### config.mk
export PLATFORM = sky130hd
export DESIGN_NAME = mmio_port
export DESIGN_NICKNAME = d
export VERILOG_FILES = /design/src/rtl/mmio_port.sv
export SDC_FILE = /design/constraint.sdc
export NUM_CORES = 1
export LEC_CHECK = 0
export ABC_AREA = 1
export CORE_MARGIN = 3
export CORE_UTILIZATION = 35
export DETAILED_ROUTE_END_ITERATION = 10
export PLACE_DENSITY = 0.59
export REMOVE_ABC_BUFFERS = 1
export SYNTH_ARGS = -nofsm -noshare
export SYNTH_HDL_FRONTEND = slang
export SYNTH_SLANG_ARGS = --single-unit
export TNS_END_PERCENT = 1
### constraint.sdc
create_clock -name clk -period 5.3 [get_ports clk]
set_input_delay 1.06 -clock clk [delete_from_list [all_inputs] [get_ports clk]]
set_output_delay 1.06 -clock clk [all_outputs]
set_load 0.01 [all_outputs]
### src/rtl/mmio_port.sv
// Memory-mapped peripheral responder: LED/display registers, millisecond timer
// with compare, synchronized buttons with sticky edge flags and a level interrupt.
module mmio_port #(
  parameter int unsigned CYCLES_PER_MS = 50000
) (
  input  logic        clk,
  input  logic        reset_n,
  input  logic        sel,
  input  logic [14:0] address,
  input  logic [15:0] data_in,
  input  logic        we,
  output logic [15:0] data_out,
  output logic [3:0]  leds,
  output logic [15:0] display_value,
  input  logic [3:0]  btn,
  output logic        irq
);

  localparam int unsigned PW = (CYCLES_PER_MS > 2) ? $clog2(CYCLES_PER_MS) : 1;
  localparam logic [PW-1:0] PRESC_LAST = PW'(CYCLES_PER_MS - 1);
  localparam logic [PW-1:0] PRESC_ONE  = PW'(1);
  localparam logic [PW-1:0] PRESC_ZERO = PW'(0);

  localparam logic [2:0] A_LED     = 3'd0;
  localparam logic [2:0] A_DISPLAY = 3'd1;
  localparam logic [2:0] A_COUNT   = 3'd2;
  localparam logic [2:0] A_COMPARE = 3'd3;
  localparam logic [2:0] A_STATUS  = 3'd4;
  localparam logic [2:0] A_BUTTONS = 3'd5;
  localparam logic [2:0] A_MASK    = 3'd6;

  logic [3:0]    led_q,      led_d;
  logic [15:0]   disp_q,     disp_d;
  logic [15:0]   ms_count_q, ms_count_d;
  logic [15:0]   ms_cmp_q,   ms_cmp_d;
  logic [4:0]    status_q,   status_d;
  logic [4:0]    irq_mask_q, irq_mask_d;
  logic [PW-1:0] presc_q,    presc_d;
  logic [15:0]   data_out_q, data_out_d;
  logic          irq_q,      irq_d;
  logic [3:0]    btn_meta_q, btn_sync_q, btn_prev_q;

  logic        hit_s;
  logic        wr_s;
  logic        wr_led_s, wr_disp_s, wr_count_s, wr_cmp_s, wr_status_s, wr_mask_s;
  logic        tick_s;
  logic        match_set_s;
  logic [3:0]  btn_rise_s;
  logic [4:0]  w1c_s;
  logic [15:0] rdata_s;

  assign hit_s      = sel & (address[14:3] == 12'd0);
  assign wr_s       = hit_s & we;
  assign tick_s     = (presc_q == PRESC_LAST);
  assign btn_rise_s = btn_sync_q & ~btn_prev_q;

  // Write strobe decode per register
  always_comb begin
    wr_led_s    = 1'b0;
    wr_disp_s   = 1'b0;
    wr_count_s  = 1'b0;
    wr_cmp_s    = 1'b0;
    wr_status_s = 1'b0;
    wr_mask_s   = 1'b0;
    if (wr_s) begin
      case (address[2:0])
        A_LED:     wr_led_s    = 1'b1;
        A_DISPLAY: wr_disp_s   = 1'b1;
        A_COUNT:   wr_count_s  = 1'b1;
        A_COMPARE: wr_cmp_s    = 1'b1;
        A_STATUS:  wr_status_s = 1'b1;
        A_MASK:    wr_mask_s   = 1'b1;
        default:   wr_led_s    = 1'b0;
      endcase
    end else begin
      wr_led_s = 1'b0;
    end
  end

  // Read mux sampled from current register state (read-first)
  always_comb begin
    rdata_s = 16'h0000;
    case (address[2:0])
      A_LED:     rdata_s = {12'h000, led_q};
      A_DISPLAY: rdata_s = disp_q;
      A_COUNT:   rdata_s = ms_count_q;
      A_COMPARE: rdata_s = ms_cmp_q;
      A_STATUS:  rdata_s = {11'h000, status_q};
      A_BUTTONS: rdata_s = {12'h000, btn_sync_q};
      A_MASK:    rdata_s = {11'h000, irq_mask_q};
      default:   rdata_s = 16'h0000;
    endcase
  end

  // Next-state for registers, prescaler, flags and outputs
  always_comb begin
    led_d      = wr_led_s  ? data_in[3:0] : led_q;
    disp_d     = wr_disp_s ? data_in      : disp_q;
    ms_cmp_d   = wr_cmp_s  ? data_in      : ms_cmp_q;
    irq_mask_d = wr_mask_s ? data_in[4:0] : irq_mask_q;

    // A CPU write to the counter beats a tick and restarts the millisecond.
    if (wr_count_s) begin
      ms_count_d = data_in;
      presc_d    = PRESC_ZERO;
    end else if (tick_s) begin
      ms_count_d = ms_count_q + 16'd1;
      presc_d    = PRESC_ZERO;
    end else begin
      ms_count_d = ms_count_q;
      presc_d    = presc_q + PRESC_ONE;
    end

    match_set_s = (wr_count_s | tick_s) & (ms_count_d == ms_cmp_d);
    w1c_s       = wr_status_s ? data_in[4:0] : 5'd0;
    status_d    = (status_q & ~w1c_s) | {btn_rise_s, match_set_s};
    irq_d       = |(status_d & irq_mask_d);
    data_out_d  = hit_s ? rdata_s : 16'h0000;
  end

  // State registers with asynchronous clear
  always_ff @(posedge clk or negedge reset_n) begin
    if (!reset_n) begin
      led_q      <= 4'h0;
      disp_q     <= 16'h0000;
      ms_count_q <= 16'h0000;
      ms_cmp_q   <= 16'h0000;
      status_q   <= 5'd0;
      irq_mask_q <= 5'd0;
      presc_q    <= PRESC_ZERO;
      data_out_q <= 16'h0000;
      irq_q      <= 1'b0;
      btn_meta_q <= 4'h0;
      btn_sync_q <= 4'h0;
      btn_prev_q <= 4'h0;
    end else begin
      led_q      <= led_d;
      disp_q     <= disp_d;
      ms_count_q <= ms_count_d;
      ms_cmp_q   <= ms_cmp_d;
      status_q   <= status_d;
      irq_mask_q <= irq_mask_d;
      presc_q    <= presc_d;
      data_out_q <= data_out_d;
      irq_q      <= irq_d;
      btn_meta_q <= btn;
      btn_sync_q <= btn_meta_q;
      btn_prev_q <= btn_sync_q;
    end
  end

  assign data_out      = data_out_q;
  assign leds          = led_q;
  assign display_value = disp_q;
  assign irq           = irq_q;

endmodule

Word-level counts from Yosys, hierarchy flattened
Index checks and enable logic that the tools add are counted.
Widths: inputs -> output; s select.

operators by class
  multiply operators = 0
  muxes and demuxes = 21
  eq/ne operators = 8
  bitwise operators = 10
  reduce and logical (&&, ||, !) cells = 3
  divide/modulo/power cells = 0
  shifts and indexed selects = 0
  add/sub/neg operators = 2
  order comparisons = 0

operators by type and width
  kind                   number
  $pmux 16 s7            1
  $mux 16                6
  $add 16x1->16 const B  2
  $eq 16x16->1           1
  $eq 16x16->1 const B   1
  $logic_not 12->1       1
  $mux 1                 12
  $and 5x5->5            2
  $mux 5                 2
  $eq 3x3->1 const B     3
  $eq 3x2->1 const B     2
  $not 5->5              1
  $or 5x5->5             1
  $reduce_or 5->1        1
  $and 4x4->4            1
  $not 4->4              1
  $and 1x1->1            3
  $eq 3x1->1 const B     1
  $logic_not 3->1        1
  $or 1x1->1             1

word-level totals
  input port bits = 39
  memory bits (read-only) = 0
  bits in writable memories = 0
  logic and storage cells = 56
  latch bits = 0
  memories = 0
  flip-flop bits (word level) = 107

Logic depth before layout (Yosys ltp)
  depth in word-level cells = 10
  mapped depth = 20
  mapped depth without buffers = 19

Worst setup path before layout
No wires, ideal clock.

  kind = input-to-reg
  start point = in address[2]
  end point = reg irq_q, in the netlist irq
  buffers on the path = 2
  required time = 5.235 ns
  slack = 2.688 ns
  stages = 15
  data arrival time = 2.547 ns
  library setup time = 0.065 ns
  cell sequence = buf_2 -> nor3_4 -> inv_2 -> nor2_4 -> buf_6 -> nand2_1 -> nand3_1 -> nand2_1 -> nor2_1 -> nand2_1 -> nor2_1 -> nand2_1 -> nand2_1 -> nand2_1 -> nand2_1

between the ends
  word-level cells in the longest chain between the ends = 9
  elaborated cells on any way between the ends = 24

ends and longest elaborated chain
  element                                     RTL line  RTL
  start, declared                             9         input logic [14:0] address,
  $eq 3x2->1 or $eq 3x3->1 (tied branches)    66        case (address[2:0])
  $mux 1                                      66
  $mux 1                                      65        if (wr_s) begin
  $mux 16 (tied with other cells)             103       if (wr_count_s) begin
  $eq 16x16->1 or $not 5->5 (tied branches)   114, 116
  $and 1x1->1 or $and 5x5->5 (tied branches)  114, 116
  $or 5x5->5 (*)                              116       status_d = (status_q & ~w1c_s) | {btn_rise_s, match_set_s};
  net status_d[0]                             36        logic [4:0] status_q, status_d;
  $and 5x5->5 (*)                             117       irq_d = |(status_d & irq_mask_d);
  $reduce_or 5->1 (*)                         117
  net irq_d                                   40        logic irq_q, irq_d;
  end signal, assigned                        145       irq_q <= irq_d;
  end, declared                               40

Mark *: on every way through the listed nets, which the timed path passes. The rest lies on a longest branch.
A chain may end at the register's enable or synchronous reset.

Worst setup path in the final report
  start point = in address[2]
  end point = reg irq_q, in the netlist irq

between the ends
  word-level cells in the longest chain between the ends = 9
  elaborated cells on any way between the ends = 24

ends and longest elaborated chain
  element            RTL line  RTL
  $eq 3x2->1         66
  $mux 1             66
  $mux 1             65
  $mux 16            103
  net ms_count_d[1]  34        logic [15:0] ms_count_q, ms_count_d;
  $eq 16x16->1       114       match_set_s = (wr_count_s | tick_s) & (ms_count_d == ms_cmp_d);
  $and 1x1->1        114
  $or 5x5->5         116
  net status_d[0]    36
  $and 5x5->5        117
  $reduce_or 5->1    117
  net irq_d          40

The timed path passes the listed nets, and every way through them passes these cells.

==> results.py <==
metrics = {
    "critical_path": {
        "cp_max_fo": 16,
        "arrival_ps": 4200,
        "cp-start-kind": "input pin",
        "critical_path_class": "input pin to register",
        "cp.required_ps": 5600,
        "end_kind": "register",
    },
    "finish": {
        "final_common_cell": "nand2_1",
        "syn2layout_area_growth_pct": 22.8,
        "drive_above_1_share_pct": 6.02,
        "final_cell_mix": "nand2_1, dfrtp_1, inv_1",
        "instances_no_fill": 1058,
        "final_area_um2": 6930,
        "num-fill-cells": 1567,
        "final_core_util_pct": 44.8,
        "antenna_cells": 0,
        "final-seq-area_um2": 2680,
        "multiInputGateArea_um2": 2460,
        "fin_nets": 883,
    },
    "global_routing": {
        "grt_usage_pct": 17.5,
        "antenna_found_initial": 0,
        "grt-ovfl-total": 0,
        "grt_pass1_wl_um": 24700,
        "busiest_layer": "met2",
        "grt_max_degree": 42,
        "met3_usage_pct": 4.14,
        "met2_usage_pct": 27.5,
        "first_global_vias": 4842,
        "met1_usage_pct": 24.3,
    },
    "floorplanning": {
        "die_h_um": 133,
        "fp-row-count": 45,
        "io_pins": 76,
        "coreArea_um2": 15500,
        "die_area_um2": 17700,
        "die-width_um": 133,
        "start_util_pct": 36.5,
    },
    "logic_synthesis": {
        "yosysSeqAreaShare_pct": 47.4,
        "synth.distinct_cells": 36,
        "synthesis.area_um2": 5650,
        "syn_area_per_cell_um2": 7.35,
        "synth_top_area_share_pct": 47.4,
        "syn_inst": 768,
        "ys_ff_latch": 107,
        "synth_top_cell_by_area": "dfrtp_1",
        "yosysWarnings": 0,
        "synth_area_leaders": "dfrtp_1, nand2_1, inv_1",
    },
    "pwr": {
        "p_per_area_nw_per_um2": 243,
        "peakVddDrop_uv": 175,
        "p_leak_nw": 3.39,
    },
    "placed_design": {
        "portBuffers": 75,
        "dp_hpwl_um": 11100,
        "place_inst": 1042,
        "place_area_um2": 6610,
        "gp_congestion": 0.855,
    },
    "worst_hold_path": {
        "min_path_type": "register to register",
    },
    "clock_tree": {
        "root_buffer": "clkbuf_16",
        "cts_made_buffers": 9,
        "clkTransAtPathRegs_ps": 70,
        "clock-sinks": 107,
        "clock_latency_ps": 360,
        "cts_resized": 0,
        "postCtsSetupBuffers": 0,
        "cts_max_level": 3,
        "hold_buffers": 0,
        "cts_tree": "done",
        "cts_buffer_depth": 2,
    },
    "routing": {
        "vias": 5008,
        "drc_errors": 0,
        "post_drt_wl_per_cell_um": 14.1,
        "firstDrtPassIters": 5,
        "viasPerCell": 4.73,
        "wirelength_um": 14900,
        "antenna_left": 0,
        "drt_iter0_drc": 310,
    },
    "sta": {
        "worst_pin_slew_ps": 1160,
        "skew_ps": 7.05,
        "hold_viol_final": 0,
        "min_period_over_period_pct": 73.6,
        "max_clock_freq_ghz": 0.256,
        "holdWs_ps": 352,
        "setup_viol": 0,
        "min_period_ps": 3900,
        "grt_setup_unrepaired": "no",
        "finalSetupTns_ps": 0,
        "slew_headroom_pct": 22.5,
        "slew_violations": 0,
    },
    "run_status": {
        "status": "completed",
    },
    "flow_run": {
        "maxCapViolations": 0,
    },
}
Yosys cell counts:
library cell	n
nand2_1	268
dfrtp_1	107
inv_1	104
nor2_1	72
nand3_1	48
o21ai_0	36
a21oi_1	17
a31oi_1	12
nor3_1	12
inv_2	11
nand4_1	9
a221oi_1	8
xor2_1	8
clkbuf_1	7
o21ai_2	7
buf_2	5
o21ai_1	5
o22ai_1	4
buf_4	3
nor3b_1	3
a22o_1	2
ha_1	2
nand3_2	2
nor2_2	2
nor3_4	2
xnor2_1	2
a21boi_0	1
and3_1	1
buf_6	1
nand2_2	1
nand3_4	1
nand3b_1	1
nand4_2	1
nor2_4	1
nor4_1	1
or2_2	1
layout make-up:
type                            instances  area share, %
Clock buffer                            9           3.25
Tap cell                              211           3.81
Timing Repair Buffer                   79           11.2
Multi-Input combinational cell        530           35.5
Inverter                              115           6.23
Sequential cell                       107           38.6
Clock inverter                          7           1.43
worst max-delay path, cell delays in order:
cell             delay, ps
clkdlybuf4s50_1        610
nor3_4                 830
inv_2                  190
nor2_4                 450
nand2_1                 90
nand2_1                120
inv_2                   40
nand2_1                 60
nand3_1                 70
nor2_1                 150
nand2_1                 70
nor2_1                 150
nand2_1                100
nand2_1                 80
nand2_1                 50
nand2_1                 60
power breakdown:
group | switching (W) | internal, W | total (W)
Combinational | 0.0000645 | 0.0000423 | 0.000107
Clock | 0.000319 | 0.000418 | 0.000737
Sequential | 0.0000118 | 0.000830 | 0.000842
cells by family after synthesis:
group | Yosys count | share of synthesized area [%]
AOI/OAI and AO/OA | 92 | 9.68
xor gates and xnor gates | 10 | 1.55
adders and majority gates | 2 | 0.443
buffers and inverters | 131 | 9.15
DFF | 107 | 47.4
and+or+nand+nor | 426 | 31.8
metal layers:
layer  vias to the layer above  share of wire (%)
met1                      2282                 48
met5                         -                  0
met4                         0                1.9
li1                       2581                  -
met2                       126                 45
met3                        19                5.3
per-stage QoR:
| stage | setup slack [ps] | power (W) |
|---|---|---|
| after floorplan | 2200 | 0.000896 |
| after global placement | 984 | 0.000965 |
| after detailed placement | 967 | 0.000966 |
| after CTS | 1350 | 0.00170 |
| after global routing | 1120 | 0.00175 |
| final | 1400 | 0.00169 |
sequential cells by signal (all words and copies together), names as in the netlist:
| signal | flops |
|---|---|
| btn_prev_q | 4 |
| irq | 1 |
| ms_cmp_q | 16 |
| data_out | 16 |
| status_q | 5 |
| presc_q | 16 |
| leds | 4 |
| btn_sync_q | 4 |
| ms_count_q | 16 |
| display_value | 16 |
| btn_meta_q | 4 |
| irq_mask_q | 5 |
worst paths after layout:
kind	startpoint	to	slack (ps)	cells after the start
max	address[2]	irq	1400	16
min reg2reg	btn_meta_q[0]	btn_sync_q[0]	350	0
max reg2reg	presc_q[0]	irq	2590	17
max in group asynchronous	reset_n	data_out[1]	3740	2
min	btn_meta_q[0]	btn_sync_q[0]	350	0
min in group asynchronous	reset_n	data_out[5]	660	1
No activity file was read; power rests on OpenSTA's default activity.
